[src/rtl/fetch_ctrl_decode.sv]
// Program sequencer and instruction decoder feeding the fetch stage.
// Owns run/halt sequencing, the retired-instruction counter and the runaway watchdog.
module fetch_ctrl_decode #(
   parameter int CNT_W     = 16,
   parameter int MAX_INSTR = 1000
) (
   input  logic             CLK,
   input  logic             RST_N,
   input  logic             go,
   input  logic [7:0]       PC,
   input  logic [8:0]       instr,
   output logic             start,
   output logic             jump,
   output logic             Branch,
   output logic [7:0]       offset,
   output logic             halt,
   output logic [2:0]       alu_op,
   output logic [2:0]       reg_a,
   output logic [2:0]       reg_b,
   output logic             done,
   output logic             timeout,
   output logic [CNT_W-1:0] inst_count
);

   if (MAX_INSTR < 1 || MAX_INSTR > (2 ** CNT_W) - 1) begin : g_param_check
      $error("fetch_ctrl_decode: MAX_INSTR must be in 1 .. 2**CNT_W-1");
   end

   typedef enum logic [1:0] {
      IDLE,
      RUN,
      HALTED
   } state_t;

   localparam logic [CNT_W-1:0] WD_LAST = CNT_W'(MAX_INSTR - 1);

   state_t           state_q, state_d;
   logic             go_q;
   logic [CNT_W-1:0] inst_count_q, inst_count_d;
   logic             timeout_q, timeout_d;
   logic             start_q, start_d;
   logic             done_q, done_d;

   logic go_rise;
   logic running;
   logic is_halt_op;
   logic wd_hit;

   // The PC is only observed by this block; the fetch stage owns it.
   logic unused_pc;
   assign unused_pc = ^PC;

   always_comb begin
      go_rise    = go & ~go_q;
      running    = (state_q == RUN);
      is_halt_op = (instr == 9'h000);
      wd_hit     = (inst_count_q == WD_LAST);

      halt   = running & (is_halt_op | wd_hit);
      jump   = running & ~halt & (instr[8:6] == 3'b110);
      Branch = running & ~halt & (instr[8:6] == 3'b111);
      offset = (jump | Branch) ? {{2{instr[5]}}, instr[5:0]} : 8'h00;
   end

   assign alu_op     = instr[8:6];
   assign reg_a      = instr[5:3];
   assign reg_b      = instr[2:0];
   assign start      = start_q;
   assign done       = done_q;
   assign timeout    = timeout_q;
   assign inst_count = inst_count_q;

   // A timeout is recorded only when the watchdog, not a HALT opcode, ended the run.
   always_comb begin
      state_d      = state_q;
      inst_count_d = inst_count_q;
      timeout_d    = timeout_q;
      case (state_q)
         IDLE, HALTED: begin
            if (go_rise) begin
               state_d      = RUN;
               inst_count_d = '0;
               timeout_d    = 1'b0;
            end
         end
         RUN: begin
            inst_count_d = inst_count_q + 1'b1;
            if (halt) begin
               state_d   = HALTED;
               timeout_d = wd_hit & ~is_halt_op;
            end
         end
         default: state_d = IDLE;
      endcase
      start_d = (state_d != RUN);
      done_d  = (state_d == HALTED);
   end

   always_ff @(posedge CLK or negedge RST_N) begin
      if (!RST_N) begin
         state_q      <= IDLE;
         go_q         <= 1'b0;
         inst_count_q <= '0;
         timeout_q    <= 1'b0;
         start_q      <= 1'b1;
         done_q       <= 1'b0;
      end else begin
         state_q      <= state_d;
         go_q         <= go;
         inst_count_q <= inst_count_d;
         timeout_q    <= timeout_d;
         start_q      <= start_d;
         done_q       <= done_d;
      end
   end

endmodule

[config.mk]
export PLATFORM = sky130hd
export DESIGN_NAME = fetch_ctrl_decode
export DESIGN_NICKNAME = d
export VERILOG_FILES = /design/src/rtl/fetch_ctrl_decode.sv
export SDC_FILE = /design/constraint.sdc
export NUM_CORES = 1
export LEC_CHECK = 0
export BUFFER_PORTS_ARGS = -buffer_cell sky130_fd_sc_hd__buf_2
export CORE_UTILIZATION = 41
export DETAILED_ROUTE_END_ITERATION = 6
export PLACE_DENSITY_LB_ADDON = 0.1
export SYNTH_ARGS = -nofsm -noshare
export SYNTH_HDL_FRONTEND = slang
export SYNTH_SLANG_ARGS = --single-unit
[constraint.sdc]
create_clock -name CLK -period 1.6 [get_ports CLK]
set_input_delay 0.16 -clock CLK [delete_from_list [all_inputs] [get_ports CLK]]
set_output_delay 0.16 -clock CLK [all_outputs]
set_load 0.01 [all_outputs]
; ---- Word level (Yosys, flattened, before mapping)
; Cells that the tools add are included.
[totals]
reg_bits = 22
in_bits = 20
output_inout_bits = 39
word_cells = 42
[classes]
n_bitwise = 11
n_eq_ne = 9
n_reduce_logical = 6
addsub = 1
muxes = 9
[ops]
columns = operator, count
row1 = case mux 16 bit (2 select lines), 1
row2 = adder 16 x 1 -> 16 bit (second input constant), 1
row3 = equality test 16 x 10 -> 1 bit (second input constant), 1
row4 = two-way mux 16 bit, 1
row5 = logical NOT 9 bit, 1
row6 = two-way mux 8 bit, 1
row7 = AND 1 bit, 6
row8 = equality test 3 bit (second input constant), 2
row9 = equality test 2 bit (second input constant), 2
row10 = two-way mux 2 bit, 2
row11 = != test 2 bit (second input constant), 2
row12 = case mux 2 bit (2 select lines), 1
row13 = inverter 1 bit, 3
row14 = AND reduction 3 bit, 1
row15 = equality test 2 x 1 -> 1 bit (second input constant), 1
row16 = logical NOT 2 bit, 1
row17 = two-way mux 1 bit, 2
row18 = != test 2 x 1 -> 1 bit (second input constant), 1
row19 = bitwise OR 1 bit, 2
row20 = case mux 1 bit (2 select lines), 1
row21 = AND reduction 2 bit, 1
row22 = nonzero test 2 bit, 1
row23 = OR reduction 2 bit, 1

; ---- Longest topological paths before layout
; Gate-level depths: netlist of the first run.
[logic_depth]
word_depth = 8
depth_mapped = 6
ltp_nobuf = 5

; ---- Worst setup path before layout of the first run
; OpenSTA, ideal clock, no wires.
[synth_timing]
path_kind = register to output
from = register inst_count_q[0], in the netlist inst_count[0]
to = output port offset[6]
setup_slack_ps = -295
t_required_ps = 1440
path_stages_with_launch = 7
t_arrival_ps = 1735
path_buffers = 1
cell_sequence = dfrtp_1 > ha_1 > and4b_2 > and4_2 > nor2_1 > and2_1 > buf_4
[synth_via]
elab_chain_len = 8
elab_cells_between_ends = 9
cone_classes = 1 x eq/ne / 1 x mux / 7 x bitwise
[synth_rtl]
columns = element, line_no
row1 = "start, declared", 39  ; logic [CNT_W-1:0] inst_count_q, inst_count_d;
row2 = "start signal, assigned", 110  ; inst_count_q <= inst_count_d;
row3 = equality test 16 x 10 -> 1 bit (*), 57  ; wd_hit = (inst_count_q == WD_LAST);
row4 = bitwise OR 1 bit (*), 59  ; halt = running & (is_halt_op | wd_hit);
row5 = AND 1 bit (*), 59
row6 = inverter 1 bit (*), "60, 61"
row7 = AND 1 bit (*), "60, 61"
row8 = "AND 1 bit, on equally long branches", "60, 61"
row9 = bitwise OR 1 bit (*), 62  ; offset = (jump | Branch) ? {{2{instr[5]}}, instr[5:0]} : 8'h00;
row10 = two-way mux 8 bit (*), 62
row11 = "end, declared", 15  ; output logic [7:0] offset,
; Every way passes the cells marked *; elsewhere a longest branch is shown, timed or not.

; ---- Final worst setup path of the first run
[layout_timing]
from = register inst_count_q[13], in the netlist inst_count[13]
to = output port offset[4]
; The elaborated chain is that of the path after synthesis.

==> impl_metrics.ini, run 1 <==
[outcome]
status = finished with violations
violations = design-rule violations, negative setup slack

[power_and_ir_drop]
peakVddDrop_uv = 787
p_leak_nw = 0.865
p_total_mw = 1.70
powerDensity_nw_per_um2 = 1000

[global_routing]
grt_overflow_total = 0
grt_antenna_before_repair = 0
gr-usage-all-layers_pct = 20.5
grt_max_degree = 23
grt_pass1_wl_um = 5160
grt_pass1_vias = 1144

[logic_synthesis]
yosys.area.top_type = dfrtp_1
netlist_area_um2 = 1250
synth_edf_count = 0
synthTopCellsByArea = dfrtp_1 42%, buf_4 6.6%, o21ai_0 4.8%, nand2_1 3.9%, o31ai_1 3.6%
syn-num-nets = 151
synth_cell_types = 39
synth_top_area_share_pct = 41.9
ys.flop_type = dfrtp_1
syn_inst = 130
avgSynthCellArea_um2 = 9.65
synth-async-reset-ratio_pct = 100
yosysWarningCount = 0
ys_ff_latch = 22
seq_area_frac_synth_pct = 44.0

[route]
drt-wirelength-per-cell_um = 13.4
firstDrtPassIters = 7
via_count = 1215
drcViolationCount = 8
drt-total-wl_um = 3000
antenna_left = 0
drt_iter0_drc = 53
viasPerCell = 5.45

[cts]
numCtsBuffers = 3
cts.sinks = 22
cts_root_buf = clkbuf_4
htreeDepth = 1
clkLatencyLatePin_ns = 0.31
clk_pin_slew_ns = 0.13
cts_tree = yes
cts.path.max_buffers = 2

[cells_and_area]
area_growth_pct = 35.3
layout_common_cells = 46 x buf_2, 22 x buf_4, 21 x dfrtp_1
register_area_um2 = 552
layout.cells.non_filler = 223
fin_nets = 214
multi_input_comb_area_um2 = 613
diodes = 0
mostFrequentLayoutCell = buf_2
fillerInstances = 282
drive_gt1_share_pct = 48.4

[critical_path]
timing_worst_setup_path_type = reg2out
worst-path-max-fanout = 7
arrival_ns = 1.71
cp-end-kind = output pin
required_ns = 1.44
cp-start-kind = flip-flop

[sta]
final_hold_viol_count = 0
fin_crit_sh_pct = 117
setup_violations = 11
maxSlewHeadroom_pct = 66.7
tightest_slew_ns = 0.499
finalMaxSlewViolations = 0
period_minus_slack_ns = 1.87
finalClockSkew_ns = 0.00704
fmax_mhz = 536
rsz0062_at_grt = yes
fin_ws_ns = -0.266

[die]
die_x_um = 57.3
rows = 19
start_util_pct = 44.4
dieHeight_um = 57.3
core_um2 = 2830
pin_count = 59
dieArea_um2 = 3290

[run]
max_cap_viol_count = 0

[placed_design]
place.port_buffers = 50
dp_cells = 215
dp_hpwl_um = 2260
place.gp.congestion = 0.781

[min_path]
hp-class = in2reg
flip-flops by register name (all words and copies together), names as in the netlist:
register / cells
start: 1
inst_count: 16
timeout: 1
go_q: 1
state_q: 2
done: 1
power by group:
part           internal [mW]  switching, mW  total (mW)  leakage, nW
Sequential             0.656         0.0734       0.730        0.285
Combinational          0.329          0.377       0.706        0.565
Clock                 0.0972          0.171       0.268       0.0150
Total                   1.08          0.621        1.70        0.865
critical path: stages, from the launching register on:
cell	delay, ns
dfrtp_1	0.42
nor4_2	0.32
and4_4	0.32
nor2_4	0.05
and2_1	0.15
buf_2	0.13
area by class of cell:
cell class | count | area share [%]
clock buffer | 4 | 1.55
inverter | 2 | 0.442
multi-input combinational | 90 | 36.1
sequential | 22 | 32.5
tap | 31 | 2.28
timing repair buffer | 74 | 27.1
what timing repair did:
item / CTS / global route
gates resized for setup: 6 / 4
pin swaps: 9 / 5
hold buffers: 2 / 0
endpoints found under the hold margin: 22 / 0
setup endpoints to repair: 13 / 15
buffers inserted: 3 / 0
worst paths after layout:
check	startpoint	to	slack (ns)	cells past startpoint
worst max-delay path	inst_count[13]$_DFFE_PN0P_	offset[4]	-0.27	5
worst min-delay path	instr[7]	state_q[1]$_DFF_PN0_	0.30	4
worst max register to register	inst_count[0]$_DFFE_PN0P_	inst_count[12]$_DFFE_PN0P_	0.03	6
worst min register to register	inst_count[8]$_DFFE_PN0P_	inst_count[8]$_DFFE_PN0P_	0.52	1
max in group asynchronous	RST_N	start$_DFF_PN1_	0.90	2
min in group asynchronous	RST_N	inst_count[4]$_DFFE_PN0P_	0.34	2
cells by family after synthesis:
family	after synthesis	share of synthesized area (%)
adder cells (fa/ha/maj)	1	0.997
AO/OA/AOI/OAI	30	15.3
flip-flops	22	44.0
AND/OR/NAND/NOR	56	27.6
buffers and inverters	18	9.77
multiplexers	3	2.39
Yosys cell counts, types with 3 or more instances:
cell	n
mux2i_1	3
o31ai_1	6
o211ai_1	4
and2_1	6
dfrtp_1	21
buf_2	3
o21ai_0	12
and3_1	4
nand4_1	3
nand3_1	7
nand2_1	13
nor2_1	5
buf_4	11
through the flow:
stage / hold WS, ns / setup slack (ns) / TNS [ns] / cell area [µm²] / util, %
final: 0.299 / -0.266 / -2.74 / 1700 / 60.0
after detailed placement: 0.158 / 0.00739 / 0 / 1590 / 56.3
after CTS: 0.299 / -0.278 / -2.69 / 1690 / 59.6
after global routing: 0.324 / -0.344 / -3.71 / 1700 / 60.0
after global placement: 0.156 / 0.0523 / 0 / 1590 / 56.3
after floorplan: -0.136 / -0.00263 / -0.00527 / 1270 / -
routing by layer:
layer	up-vias	routed length (µm)	global-route usage (%)
li1	590	-	-
met1	581	1240	24.3
met2	42	1590	38.3
met3	2	153	2.04
met4	0	17	7.32
met5	-	0	0
Power figures use the tool's default switching activity.
==> run 2, diff against run 1 <==
--- a/config.mk
+++ b/config.mk
@@ -9,6 +9,7 @@
 export CORE_UTILIZATION = 41
 export DETAILED_ROUTE_END_ITERATION = 6
 export PLACE_DENSITY_LB_ADDON = 0.1
+export RECOVER_POWER = 25
 export SYNTH_ARGS = -nofsm -noshare
 export SYNTH_HDL_FRONTEND = slang
 export SYNTH_SLANG_ARGS = --single-unit
==> run 2 against run 1 <==
Fmax about the same. Total power decreased by 0.16%. Critical endpoint unchanged. Wire length increased by 0.70%. The flow still finishes with violations (design-rule violations, negative setup slack). Global-route usage unchanged. Non-clock buffer count unchanged. Largest power group unchanged. Critical path type unchanged.
==> impl_metrics.ini, run 2 (synthesized netlist as in run 1, its figures left out) <==
[power_and_ir_drop]
p_leak_nw = 0.835
powerDensity_nw_per_um2 = 1010
p_total_mw = 1.70
peakVddDrop_uv = 787

[die]
pin_count = 59
dieHeight_um = 57.3
die_x_um = 57.3
core_um2 = 2830
dieArea_um2 = 3290
rows = 19
start_util_pct = 44.4

[route]
drt_iter0_drc = 52
viasPerCell = 5.47
via_count = 1219
drcViolationCount = 8
antenna_left = 0
drt-total-wl_um = 3020
drt-wirelength-per-cell_um = 13.5
firstDrtPassIters = 7

[global_routing]
grt_pass1_vias = 1144
grt_antenna_before_repair = 0
grt_overflow_total = 0
grt_max_degree = 23
gr-usage-all-layers_pct = 20.5
grt_pass1_wl_um = 5160

[cells_and_area]
fin_area_um2 = 1680
drive_gt1_share_pct = 42.7
largest_reg_flops = 16
area_growth_pct = 34.2
final_util_pct = 59.5
mostFrequentLayoutCell = buf_2
fin_nets = 214
diodes = 0
layout_common_cells = 35 x buf_2, 22 x buf_4, 21 x dfrtp_1
layout.cells.non_filler = 223

[run]
max_cap_viol_count = 0

[min_path]
min_from = instr[7]
min_path_cells = 4
hp-class = in2reg
worstHoldEndpoint = state_q[1]$_DFF_PN0_

[placed_design]
place.port_buffers = 50
dp_cells = 215
pre_cts_ws_ns = 0.00739
placed_cell_area_um2 = 1590
place.gp.congestion = 0.781
dp_hpwl_um = 2260

[cts]
cts_root_buf = clkbuf_4
cts_tree = yes
numCtsBuffers = 3
cts.sinks = 22
clkLatencyLatePin_ns = 0.31
cts.path.max_buffers = 2
clk_pin_slew_ns = 0.13
htreeDepth = 1

[sta]
fin_crit_sh_pct = 117
fin_ws_ns = -0.266
tightest_slew_ns = 1.20
final_hold_viol_count = 0
tns_ns = -2.74
setup_violations = 11
maxSlewHeadroom_pct = 19.7
period_minus_slack_ns = 1.87
rsz0062_at_grt = yes
finalClockSkew_ns = 0.00754
finalMaxSlewViolations = 0
fin_worst_hold_slack_ns = 0.302
fmax_mhz = 536

[critical_path]
cp_top_family = simple AND/OR/NAND/NOR gates
r2r-start = inst_count[1]$_DFFE_PN0P_
r2r_setup_slack_ns = 0.03
r2r-end = inst_count[12]$_DFFE_PN0P_
cp_cell_sequence = nor4_2 > and4_4 > nor2_4 > and2_1 > buf_2
crit_path_top_delay_cell = dfrtp_1
cp-end-kind = output pin
timing_worst_setup_path_type = reg2out
rr_worst_depth = 6
worst-path-max-fanout = 7
path_buf_inv = 1
required_ns = 1.44
cp-start-kind = flip-flop
slowest_delay_ns = 0.42
arrival_ns = 1.71

[outcome]
status = finished with violations
violations = design-rule violations, negative setup slack
==> run 2: cell count changes in the layout (fill, tap and decap cells not counted), sizes merged <==
cell,delta
clkbuf,+11
buf,-11
==> run 2: repair_timing <==
| action | CTS | global route |
|---|---|---|
| gates resized for setup | 6 | 4 |
| hold endpoints to repair | 22 | 0 |
| gates cloned | 0 | 0 |
| setup buffers | 3 | 0 |
| endpoints found under the setup margin | 13 | 15 |
| pin swaps | 9 | 5 |
| hold buffers | 2 | 0 |
==> run 2: worst max-delay path by stage <==
stage | from | to | slack [ns] | depth (start not counted)
2_1_floorplan | inst_count[0]$_DFFE_PN0P_ | offset[6] | -0.003 | 6
3_3_place_gp | instr[2] | halt | 0.05 | 6
3_5_place_dp | inst_count[1]$_DFFE_PN0P_ | inst_count[12]$_DFFE_PN0P_ | 0.007 | 6
4_1_cts | inst_count[0]$_DFFE_PN0P_ | jump | -0.28 | 6
5_1_grt | inst_count[13]$_DFFE_PN0P_ | offset[4] | -0.34 | 5
6_report | inst_count[13]$_DFFE_PN0P_ | offset[4] | -0.27 | 5
==> run 2: final cells by class <==
type	instances	area, µm²
clock buffer	4	26.3
tap	31	38.8
inverter	2	7.51
timing repair buffer	74	447
multi-input combinational	90	613
fill	289	1140
sequential	22	552
==> run 2: power breakdown <==
part | switching [mW] | internal [mW] | leakage, nW
Clock | 0.171 | 0.0972 | 0.0150
Combinational | 0.378 | 0.325 | 0.534
Sequential | 0.0740 | 0.657 | 0.285
==> run 2: layer usage <==
metal  track usage, %  routed length (µm)  vias to the layer above
met5                0                   0                        -
met4             7.32                  17                        0
met3             2.04                 155                        2
met2             38.3                1600                       43
met1             24.3                1250                      584
li1                 -                   -                      590
==> run 2: worst min-delay path, cell delays in order <==
cell,delay (ns)
buf_2,0.12
nor4_4,0.06
nor2_2,0.13
o22ai_1,0.09
==> run 3, diff against run 2 <==
--- a/config.mk
+++ b/config.mk
@@ -6,7 +6,9 @@
 export NUM_CORES = 1
 export LEC_CHECK = 0
 export BUFFER_PORTS_ARGS = -buffer_cell sky130_fd_sc_hd__buf_2
-export CORE_UTILIZATION = 41
+export CELL_PAD_IN_SITES_DETAIL_PLACEMENT = 1
+export CELL_PAD_IN_SITES_GLOBAL_PLACEMENT = 2
+export CORE_UTILIZATION = 23
 export DETAILED_ROUTE_END_ITERATION = 6
 export PLACE_DENSITY_LB_ADDON = 0.1
 export RECOVER_POWER = 25
==> run 3 against run 2 <==
The run ends with negative setup slack left. Fmax up 1.8%. Clock skew down 0.0025 ns. Worst hold slack worse by 0.26 ns. Sequential share of layout area down 1.8 points. Clock power up 50%.
==> impl_metrics.ini, run 3 (synthesized netlist as in run 1, its figures left out) <==
[outcome]
status = finished with violations
violations = negative setup slack

[route]
via_count = 1256
viasPerCell = 4.74
firstDrtPassIters = 4
antenna_left = 0
drt_iter0_drc = 23
drt-wirelength-per-cell_um = 14.6
drt-total-wl_um = 3870
drcViolationCount = 0

[die]
rows = 26
dieHeight_um = 75.9
core_um2 = 5170
die_x_um = 75.9
dieArea_um2 = 5760
start_util_pct = 24.3
pin_count = 59

[power_and_ir_drop]
p_leak_nw = 0.863
switching_share_pct = 35.2
p_int_mw = 1.24
peakVddDrop_uv = 443
pwr-share-clk_pct = 20.9
seq_power_share_pct = 39.1
powerDensity_nw_per_um2 = 1080
combinationalPowerShare_pct = 39.9
netSwitchingPower_mw = 0.677

[global_routing]
grt_max_degree = 23
grt_pass1_vias = 1223
gr-usage-all-layers_pct = 13.8
grt_pass1_wl_um = 6040
grt_overflow_total = 0
grt_antenna_before_repair = 0

[cells_and_area]
multi_input_comb_area_um2 = 626
mostFrequentLayoutCell = buf_2
final_util_pct = 34.4
layout_common_cells = 37 x buf_2, 27 x buf_4, 21 x dfrtp_1
fillerInstances = 613
diodes = 0
largest_reg_flops = 16
drive_gt1_share_pct = 46.7
area_growth_pct = 41.8
fin_nets = 217
fin_area_um2 = 1780
register_area_um2 = 552

[sta]
setup_violations = 13
tightest_slew_ns = 0.569
rsz0062_at_grt = yes
final_hold_viol_count = 0
maxSlewHeadroom_pct = 62.0
finalMaxSlewViolations = 0
fmax_mhz = 545
fin_crit_sh_pct = 115
period_minus_slack_ns = 1.83
fin_ws_ns = -0.233
fin_worst_hold_slack_ns = 0.0416
finalClockSkew_ns = 0.00501

[critical_path]
arrival_ns = 1.67
cp-end-kind = output pin
required_ns = 1.44
worst-path-max-fanout = 7
timing_worst_setup_path_type = reg2out
cp-start-kind = flip-flop

[cts]
clkLatencyLatePin_ns = 0.26
cts.sinks = 22
numCtsBuffers = 3
clk_pin_slew_ns = 0.08
htreeDepth = 1
cts.path.max_buffers = 2
cts_tree = yes
cts_root_buf = clkbuf_8

[placed_design]
placed_cell_area_um2 = 1650
dp_hpwl_um = 3040
place.port_buffers = 50
place.gp.congestion = 0.726
pre_cts_ws_ns = 0.00211

[run]
max_cap_viol_count = 0

[min_path]
hp-class = in2reg
-- run 3: cell count changes in the layout (fill, tap and decap cells not counted), moves of 2 or more --
cell / previous run / this run
buf_2: 35 / 37
buf_4: 22 / 27
buf_6: 4 / 1
clkbuf_1: 12 / 10
clkbuf_4: 3 / 0
clkbuf_8: 0 / 4
o21ai_0: 12 / 7
o21ai_1: 0 / 5
-- run 3: area by class of cell --
class / count / share of cell area (%)
Timing Repair Buffer: 77 / 25.4
Inverter: 2 / 0.422
Tap cell: 70 / 4.92
Clock buffer: 4 / 3.09
Multi-Input combinational cell: 90 / 35.2
Sequential cell: 22 / 31.0
-- run 3: final timing paths --
| path | startpoint | to | slack (ns) | depth (start not counted) |
|---|---|---|---|---|
| worst max register to register | inst_count[0]$_DFFE_PN0P_ | inst_count[12]$_DFFE_PN0P_ | -0.11 | 7 |
| worst min register to register | inst_count[8]$_DFFE_PN0P_ | inst_count[8]$_DFFE_PN0P_ | 0.51 | 1 |
| worst min-delay path | go | go_q$_DFF_PN0_ | 0.04 | 1 |
| worst max-delay path | inst_count[0]$_DFFE_PN0P_ | offset[2] | -0.23 | 6 |
| max in group asynchronous | RST_N | start$_DFF_PN1_ | 0.81 | 2 |
| min in group asynchronous | RST_N | inst_count[8]$_DFFE_PN0P_ | 0.42 | 2 |
-- run 3: through the flow --
stage | cells | power [mW] | TNS, ns
6_report | 265 | 1.92 | -2.47
4_1_cts | 263 | 1.89 | -2.72
3_5_place_dp | 255 | 1.46 | 0
5_1_grt | 265 | 2.07 | -3.57
3_3_place_gp | 255 | 1.43 | 0
2_1_floorplan | 130 | 1.11 | -0.00527
-- run 3: repair_timing --
action | CTS | global route
hold buffers | 1 | 0
pin swaps | 6 | 10
setup buffers | 3 | 3
endpoints found under the hold margin | 21 | 0
gates resized for setup | 3 | 12
setup endpoints to repair | 11 | 20
-- run 3: worst max-delay path, stage by stage (launching register included) --
cell and delay (ns):
dfrtp_1 0.36, ha_2 0.20, and4b_2 0.23, and4_4 0.26
nor2_4 0.06, and2_2 0.20, buf_6 0.11
-- run 3: power by group through the flow --
| stage | Combinational (mW) | Sequential (mW) | Clock (mW) |
|---|---|---|---|
| after global placement | 0.676 | 0.756 | 0 |
| final | 0.767 | 0.751 | 0.402 |
| after CTS | 0.719 | 0.751 | 0.424 |
| after detailed placement | 0.695 | 0.763 | 0 |
| after floorplan | 0.300 | 0.809 | 0 |
| after global routing | 0.862 | 0.768 | 0.437 |
-- run 3: per-layer routing --
layer  wire (µm)  global-route usage (%)
met3         171                    3.04
met2        1910                    22.5
met1        1780                    19.4
met5           0                       0
met4          11                    1.23
